--- src/rtl/uart_cmd_parser.sv ---
// Purpose : buffers UART RX bytes in a small FIFO and parses ASCII line commands
//           ('1'..'9' MOVE, 'R'/'r' RESTART, CR/LF terminated) for the game FSM.
// Latency : cmd_valid rises 2 cycles after the terminator's rx_valid strobe; err/echo at pop+1.
// Backpr. : cmd_valid/cmd_ready handshake; while a command waits the FIFO keeps filling,
//           and a byte arriving while full is dropped and sets the sticky overflow flag.
//
// Ports   : clk, reset (sync, active-high)
//           rx_data[7:0], rx_valid          - byte stream from the UART receiver
//           cmd_valid, cmd_ready            - command handshake to the game FSM
//           cmd_type[1:0], cmd_cell[3:0]    - 00 none / 01 MOVE / 10 RESTART, cell 0..8
//           err                             - one-cycle pulse per rejected line
//           overflow                        - sticky, cleared only by reset
//           echo_data[7:0], echo_valid      - popped-byte echo (UART_CMD_ECHO_EN only, else 0)
// Config  : define UART_CMD_ECHO_EN to build the echo register.
module uart_cmd_parser #(
  parameter int FIFO_DEPTH = 4
) (
  input  logic       clk,
  input  logic       reset,
  input  logic [7:0] rx_data,
  input  logic       rx_valid,
  output logic       cmd_valid,
  input  logic       cmd_ready,
  output logic [1:0] cmd_type,
  output logic [3:0] cmd_cell,
  output logic       err,
  output logic       overflow,
  output logic [7:0] echo_data,
  output logic       echo_valid
);

  localparam int AW = $clog2(FIFO_DEPTH);
  localparam int CW = AW + 1;

  localparam logic [1:0] CMD_NONE    = 2'b00;
  localparam logic [1:0] CMD_MOVE    = 2'b01;
  localparam logic [1:0] CMD_RESTART = 2'b10;

  typedef enum logic [1:0] {S_IDLE, S_TERM, S_DISCARD, S_OUT} state_t;

  // ---------------- byte FIFO ----------------
  logic [7:0]    mem [FIFO_DEPTH];
  logic [AW-1:0] wr_ptr_q, rd_ptr_q;
  logic [CW-1:0] count_q;
  logic          full, empty, push, pop;
  logic [7:0]    head;

  assign full  = (count_q == CW'(FIFO_DEPTH));
  assign empty = (count_q == '0);
  // Fullness uses the pre-cycle count, so a same-cycle pop never rescues a write.
  assign push  = rx_valid && !full;
  assign head  = mem[rd_ptr_q];

  always_ff @(posedge clk) begin
    if (push) mem[wr_ptr_q] <= rx_data;
  end

  always_ff @(posedge clk) begin
    if (reset) begin
      wr_ptr_q <= '0;
      rd_ptr_q <= '0;
      count_q  <= '0;
      overflow <= 1'b0;
    end else begin
      if (push) wr_ptr_q <= wr_ptr_q + AW'(1);
      if (pop)  rd_ptr_q <= rd_ptr_q + AW'(1);
      case ({push, pop})
        2'b10:   count_q <= count_q + CW'(1);
        2'b01:   count_q <= count_q - CW'(1);
        default: count_q <= count_q;
      endcase
      if (rx_valid && full) overflow <= 1'b1;
    end
  end

  // ---------------- line parser ----------------
  state_t     state_q, state_d;
  logic [1:0] lat_type_q, lat_type_d;
  logic [3:0] lat_cell_q, lat_cell_d;
  logic       err_d;
  logic       head_term, head_digit, head_restart;

  assign head_term    = (head == 8'h0D) || (head == 8'h0A);
  assign head_digit   = (head >= 8'h31) && (head <= 8'h39);
  assign head_restart = (head == 8'h52) || (head == 8'h72);

  always_ff @(posedge clk) begin
    if (reset) begin
      state_q    <= S_IDLE;
      lat_type_q <= CMD_NONE;
      lat_cell_q <= 4'd0;
      err        <= 1'b0;
    end else begin
      state_q    <= state_d;
      lat_type_q <= lat_type_d;
      lat_cell_q <= lat_cell_d;
      err        <= err_d;
    end
  end

  always_comb begin
    state_d    = state_q;
    lat_type_d = lat_type_q;
    lat_cell_d = lat_cell_q;
    err_d      = 1'b0;
    pop        = 1'b0;
    case (state_q)
      S_IDLE: begin
        if (!empty) begin
          pop = 1'b1;
          if (head_digit) begin
            lat_type_d = CMD_MOVE;
            // ASCII '1'..'9' has low nibble 1..9, giving cell 0..8.
            lat_cell_d = head[3:0] - 4'd1;
            state_d    = S_TERM;
          end else if (head_restart) begin
            lat_type_d = CMD_RESTART;
            lat_cell_d = 4'd0;
            state_d    = S_TERM;
          end else if (!head_term) begin
            err_d   = 1'b1;
            state_d = S_DISCARD;
          end
        end
      end
      S_TERM: begin
        if (!empty) begin
          pop = 1'b1;
          if (head_term) begin
            state_d = S_OUT;
          end else begin
            err_d      = 1'b1;
            lat_type_d = CMD_NONE;
            lat_cell_d = 4'd0;
            state_d    = S_DISCARD;
          end
        end
      end
      S_DISCARD: begin
        if (!empty) begin
          pop = 1'b1;
          if (head_term) state_d = S_IDLE;
        end
      end
      S_OUT: begin
        if (cmd_ready) begin
          lat_type_d = CMD_NONE;
          lat_cell_d = 4'd0;
          state_d    = S_IDLE;
        end
      end
      default: state_d = S_IDLE;
    endcase
  end

  assign cmd_valid = (state_q == S_OUT);
  assign cmd_type  = cmd_valid ? lat_type_q : CMD_NONE;
  assign cmd_cell  = cmd_valid ? lat_cell_q : 4'd0;

  // ---------------- optional echo ----------------
`ifdef UART_CMD_ECHO_EN
  logic [7:0] echo_data_q;
  logic       echo_valid_q;

  always_ff @(posedge clk) begin
    if (reset) begin
      echo_data_q  <= 8'h00;
      echo_valid_q <= 1'b0;
    end else begin
      echo_valid_q <= pop;
      if (pop) echo_data_q <= head;
    end
  end

  assign echo_data  = echo_data_q;
  assign echo_valid = echo_valid_q;
`else
  assign echo_data  = 8'h00;
  assign echo_valid = 1'b0;
`endif

endmodule

--- config.mk ---
export PLATFORM = sky130hd
export DESIGN_NAME = uart_cmd_parser
export DESIGN_NICKNAME = d
export VERILOG_FILES = /design/src/rtl/uart_cmd_parser.sv
export SDC_FILE = /design/constraint.sdc
export NUM_CORES = 1
export LEC_CHECK = 0
export BUFFER_PORTS_ARGS = -buffer_cell sky130_fd_sc_hd__buf_2
export CAP_MARGIN = 20
export CORE_MARGIN = 1.5
export CORE_UTILIZATION = 61
export DETAILED_ROUTE_END_ITERATION = 10
export PLACE_DENSITY = 0.8
export SKIP_LAST_GASP = 1
export SLEW_MARGIN = 20
export SYNTH_ARGS = -nofsm -noshare
export SYNTH_HDL_FRONTEND = slang
export SYNTH_SLANG_ARGS = --single-unit
--- constraint.sdc ---
create_clock -name clk -period 3.6 [get_ports clk]
set_input_delay 0.36 -clock clk [delete_from_list [all_inputs] [get_ports clk]]
set_output_delay 0.36 -clock clk [all_outputs]
set_load 0.05 [all_outputs]
== After elaboration in Yosys (flattened, before gate mapping) ==
Memories as Yosys holds them, arrays and structs flattened. A register that Yosys moved wholly into a read port is not among the register bits.
Index checks and enable logic that the tools add are counted.

* Register bits after elaboration: 17
* Memory bits (writable): 32
* Input port bits: 12
* Output and inout bits: 18
* Word-level logic and storage cells: 85
* Memories: 1

* $add $sub $neg: 5
* Magnitude comparators: 2
* Equal/unequal tests: 18
* Muxes and demuxes: 38
* Reductions and logical operators: 13

{| class="wikitable"
|+ Memory list
! name !! words !! bits a word !! read ports !! clocked after Yosys merged registers in !! wr ports !! line !! RTL
|-
| mem || 4 || 8 || 1 || 1 || 1 || 42 || <nowiki>logic [7:0] mem [FIFO_DEPTH];</nowiki>
|}

{| class="wikitable"
|+ Operators by type and width
! cell !! count
|-
| $mux W2 || 16
|-
| $mux W4 || 7
|-
| $eq A8 B4 Y1 const B || 2
|-
| $eq A8 B7 Y1 const B || 2
|-
| $pmux W4 S3 || 1
|-
| $reduce_and A6 Y1 || 2
|-
| $mux W1 || 10
|-
| $ne A2 B2 Y1 const B || 5
|-
| $ge A8 B6 Y1 const B || 1
|-
| $le A8 B6 Y1 const B || 1
|-
| $pmux W2 S4 || 1
|-
| $eq A2 B2 Y1 const B || 3
|-
| $pmux W2 S3 || 1
|-
| $pmux W3 S2 || 1
|-
| $add A2 B1 Y2 const B || 2
|-
| $eq A2 B1 Y1 const B || 2
|-
| $ne A4 B4 Y1 const B || 1
|-
| $sub A4 B1 Y4 const B || 1
|-
| $add A3 B1 Y3 const B || 1
|-
| $eq A3 B3 Y1 const B || 1
|-
| $logic_and A1 B1 Y1 || 3
|-
| $logic_not A3 Y1 || 1
|-
| $ne A3 B3 Y1 const B || 1
|-
| $reduce_bool A3 Y1 || 1
|-
| 8 further kinds || 9
|}

== Logic depth before layout (Yosys ltp) ==
* Depth after elaboration: 7
* Mapped depth: 9
* Gate-level depth less buffers: 9

== Worst setup path before layout ==
OpenSTA, ideal clock, no wires.

* Path type: register to register
* Start: register (tool-made name)
* End: register state_q[0]
* Library setup time: 71 ps
* Arrival time: 2381 ps
* Required time: 3529 ps
* Path slack: 1149 ps
* Stages on the path, launching flop included: 10
* Path buffers: 2
* Clock period less this slack: 2451 ps
* Cell sequence: dfxtp_1 -> buf_6 -> mux4_1 -> inv_1 -> ha_1 -> o21bai_1 -> a221o_1 -> buf_6 -> a2111o_1 -> a21oi_1

{| class="wikitable"
|+ RTL lines
! what !! line !! RTL
|-
| to (signal assigned) || 94 || <nowiki>state_q <= state_d;</nowiki>
|-
| to (decl) || 77 || <nowiki>state_t state_q, state_d;</nowiki>
|}

==> results.md <==
* Final #Nets at 237
* Post-CTS Resized at 0
* DR WL/cell at 15.40 um
* Min Tclk post-route at 2.728 ns
* Pwr Total at 0.001831 W
* R2R Setup Slk at 0.87 ns
* Via density at 5.728
* Status: finished clean
* Netlist cell types at 43
* First-pass GRT wire length at 6.782 mm
* Setup Buffers After CTS at 0
* Root Buffer: clkbuf_8
* I/O Buffers at 20
* Main synth FF type: edfxtp_1
* Worst hold endpoint: mem[3][3]
* Crit path capture type: flip-flop
* Post-Syn Instances at 195
* Synthesized flop and latch total at 51
* Post-Route WL at 4.081 mm
* TritonCTS Buffers at 5
* Post-Route Setup TNS at 0 ns
* Initial Utilization at 65.11%
* Clk sinks at 51
* Hold Startpoint: rx_data[3]
* Clock buffer depth at 2
* Die width at 66.21 um
* Worst Path Max Fanout at 14
* Final setup fails at 0
* Hold depth at 1
* Finished Layout Cells at 265
* Grt total ovfl at 0
* Cells on worst reg2reg path at 8
* Initial drt markers at 131
* Endpoints failing hold at 0
* CTS tree: done
* Setup ws final at 0.8717 ns
* # hold bufs at CTS at 0
* Peak VDD IR at 0.3631 mV
* RSZ-0062 raised after global routing: no
* Layout cells sized above 1 at 17.05%
* # diodes at 0
* CP arrival at 2.95 ns
* Pin count of the biggest net entering global routing at 17
* CP startpoint kind: flip-flop
* Pre-CTS WS at 0.8943 ns
* Worst EP required at 3.82 ns
* Clock Latency Late Sink at 0.30 ns
* Vias in the first global route at 1517
* GP Congestion at 0.7198
* Post-route ant nets at 0
* Mapped Avg Cell Area at 12.50 sq um
* Clock Skew at 0.01002 ns
* Pre-antenna DRT Iters at 4
* HP Class: in2reg
* Cell leakage power at 1.031 nW
* Post-synth EDFFs at 32
* Netlist Area Pre-Place at 2437 sq um
* Initial antenna violation count at 0
* Max-slew violations at 0
* Critical Setup Path Class: reg2reg
* DIE AREA at 4384 sq um
* Async SR Flop Fraction at 0%
* Layout Area Growth over Synthesis at 8.265%
* DP Cell Count at 257
* Reg area at 1341 sq um
* Chip Height at 66.21 um
* Gr usage total at 21.18%
* Vias at 1518
* Post-DP HPWL at 3.025 mm
* # rows at 22
* Core region area at 3744 sq um
* Multi-input gate area at 982.2 sq um
* Fill cell count at 277
* R2R Path End: lat_cell_q[3]
* Max cap viols at 0
* Clock Pin Slew Worst Setup and Hold Paths at 0.09 ns
* Crit share post-route at 75.79%
* PD cells at 693.7 nW/um^2
* Number of H-tree levels at 2
* IO Pins at 30
* Ys Warns at 0
* Fmax at 366.5 MHz
* Drt drc at 0
* Post-synthesis sequential area ratio at 55.03%
[layout make-up]
cell class	count	area share [%]
clock buffer	6	2.750
clock inverter	2	1.422
inverter	10	1.422
multi-input combinational	127	37.22
sequential	51	50.83
tap	48	2.276
timing repair buffer	21	4.078
[placed cells by master (no fill, tap or decap), types with 2 or more instances in the layout]
| master | count |
|---|---|
| o21ai_0 | 5 |
| and2_1 | 5 |
| ha_1 | 8 |
| nand3_1 | 10 |
| a21oi_1 | 6 |
| mux4_1 | 8 |
| and3_1 | 7 |
| conb_1 | 9 |
| nor2b_1 | 2 |
| xor2_1 | 3 |
| dfxtp_1 | 19 |
| a31oi_1 | 2 |
| nor3_1 | 4 |
| nor2_1 | 17 |
| edfxtp_1 | 32 |
| buf_2 | 20 |
| nand2_1 | 8 |
| or2_2 | 2 |
| clkbuf_8 | 5 |
| nand4_1 | 5 |
| xnor2_1 | 4 |
| inv_1 | 10 |
| or3_2 | 4 |
[per-layer routing]
| layer | track usage (%) | wire, um | vias to the layer above |
|---|---|---|---|
| met3 | 4.940 | 160 | 10 |
| met1 | 24.10 | 1757 | 716 |
| met4 | 10.46 | 84 | 0 |
| met2 | 37.13 | 2079 | 44 |
| li1 | - | - | 748 |
| met5 | 0 | 0 | - |
[cells in the mapped netlist (2+ instances only)]
library cell | instances | area (sq um)
xnor2_1 | 4 | 35.03
clkbuf_1 | 3 | 11.26
nor2_1 | 17 | 63.81
xor2_1 | 3 | 26.28
buf_6 | 2 | 22.52
buf_4 | 9 | 67.56
ha_1 | 8 | 100.1
nor2b_1 | 2 | 12.51
dfxtp_1 | 19 | 380.4
a21oi_1 | 6 | 30.03
nand3_1 | 10 | 50.05
nor3_1 | 4 | 20.02
mux4_1 | 8 | 210.2
or3_2 | 4 | 30.03
edfxtp_1 | 32 | 960.9
and3_1 | 7 | 43.79
and2_1 | 5 | 31.28
or2_2 | 2 | 12.51
a31oi_1 | 2 | 12.51
o21ai_0 | 5 | 25.02
inv_1 | 10 | 37.54
nand2_1 | 8 | 30.03
nand4_1 | 5 | 31.28
[power breakdown]
part	internal (W)	switching [W]
Clock	0.000207	0.000177
Combinational	0.000270	0.000389
Sequential	0.000716	0.0000706
Total	0.00119	0.000637
[through the flow]
stage	hold slack, ns	instance area [sq um]	util, %
2_1_floorplan	0.4367	2467	-
3_3_place_gp	0.4451	2529	67.55
3_5_place_dp	0.4549	2529	67.55
4_1_cts	0.2613	2639	70.49
5_1_grt	0.2606	2639	70.49
6_report	0.2681	2639	70.49
[flip-flops by register name, summed over array words and instances (netlist names), named ones only]
register    flops
overflow        1
count_q         3
wr_ptr_q        2
mem            32
err             1
state_q         2
rd_ptr_q        2
lat_type_q      2
lat_cell_q      4
[cell families (layout without fill, tap and decap cells)]
| family | after synthesis | in the layout | synth area share [%] |
|---|---|---|---|
| other | 1 | 9 | 0.1539 |
| AND/OR/NAND/NOR | 71 | 71 | 15.71 |
| AO/OA/AOI/OAI | 21 | 21 | 5.801 |
| multiplexers | 10 | 10 | 9.959 |
| flip-flops | 51 | 51 | 55.03 |
| adder cells (fa/ha/maj) | 9 | 9 | 4.928 |
| XOR/XNOR | 7 | 7 | 2.515 |
| buffers and inverters | 25 | 39 | 5.903 |
[worst max path at each step]
stage          startpoint            end  slack (ns)
2_1_floorplan   flip-flop     state_q[0]        1.15
3_3_place_gp    flip-flop  lat_cell_q[2]        0.99
3_5_place_dp    flip-flop  lat_cell_q[3]        0.89
4_1_cts         flip-flop  lat_cell_q[3]        0.87
5_1_grt         flip-flop  lat_cell_q[3]        0.68
6_report        flip-flop  lat_cell_q[3]        0.87
[worst max-delay path: stages (launching register included)]
cell and delay (ns):
dfxtp_1 0.32, buf_4 0.19, mux4_1 0.64, inv_1 0.12, ha_1 0.20, o21bai_1 0.09
a221o_1 0.50, or3_2 0.51, o21ai_0 0.08
No activity file was read; power rests on OpenSTA's default activity.
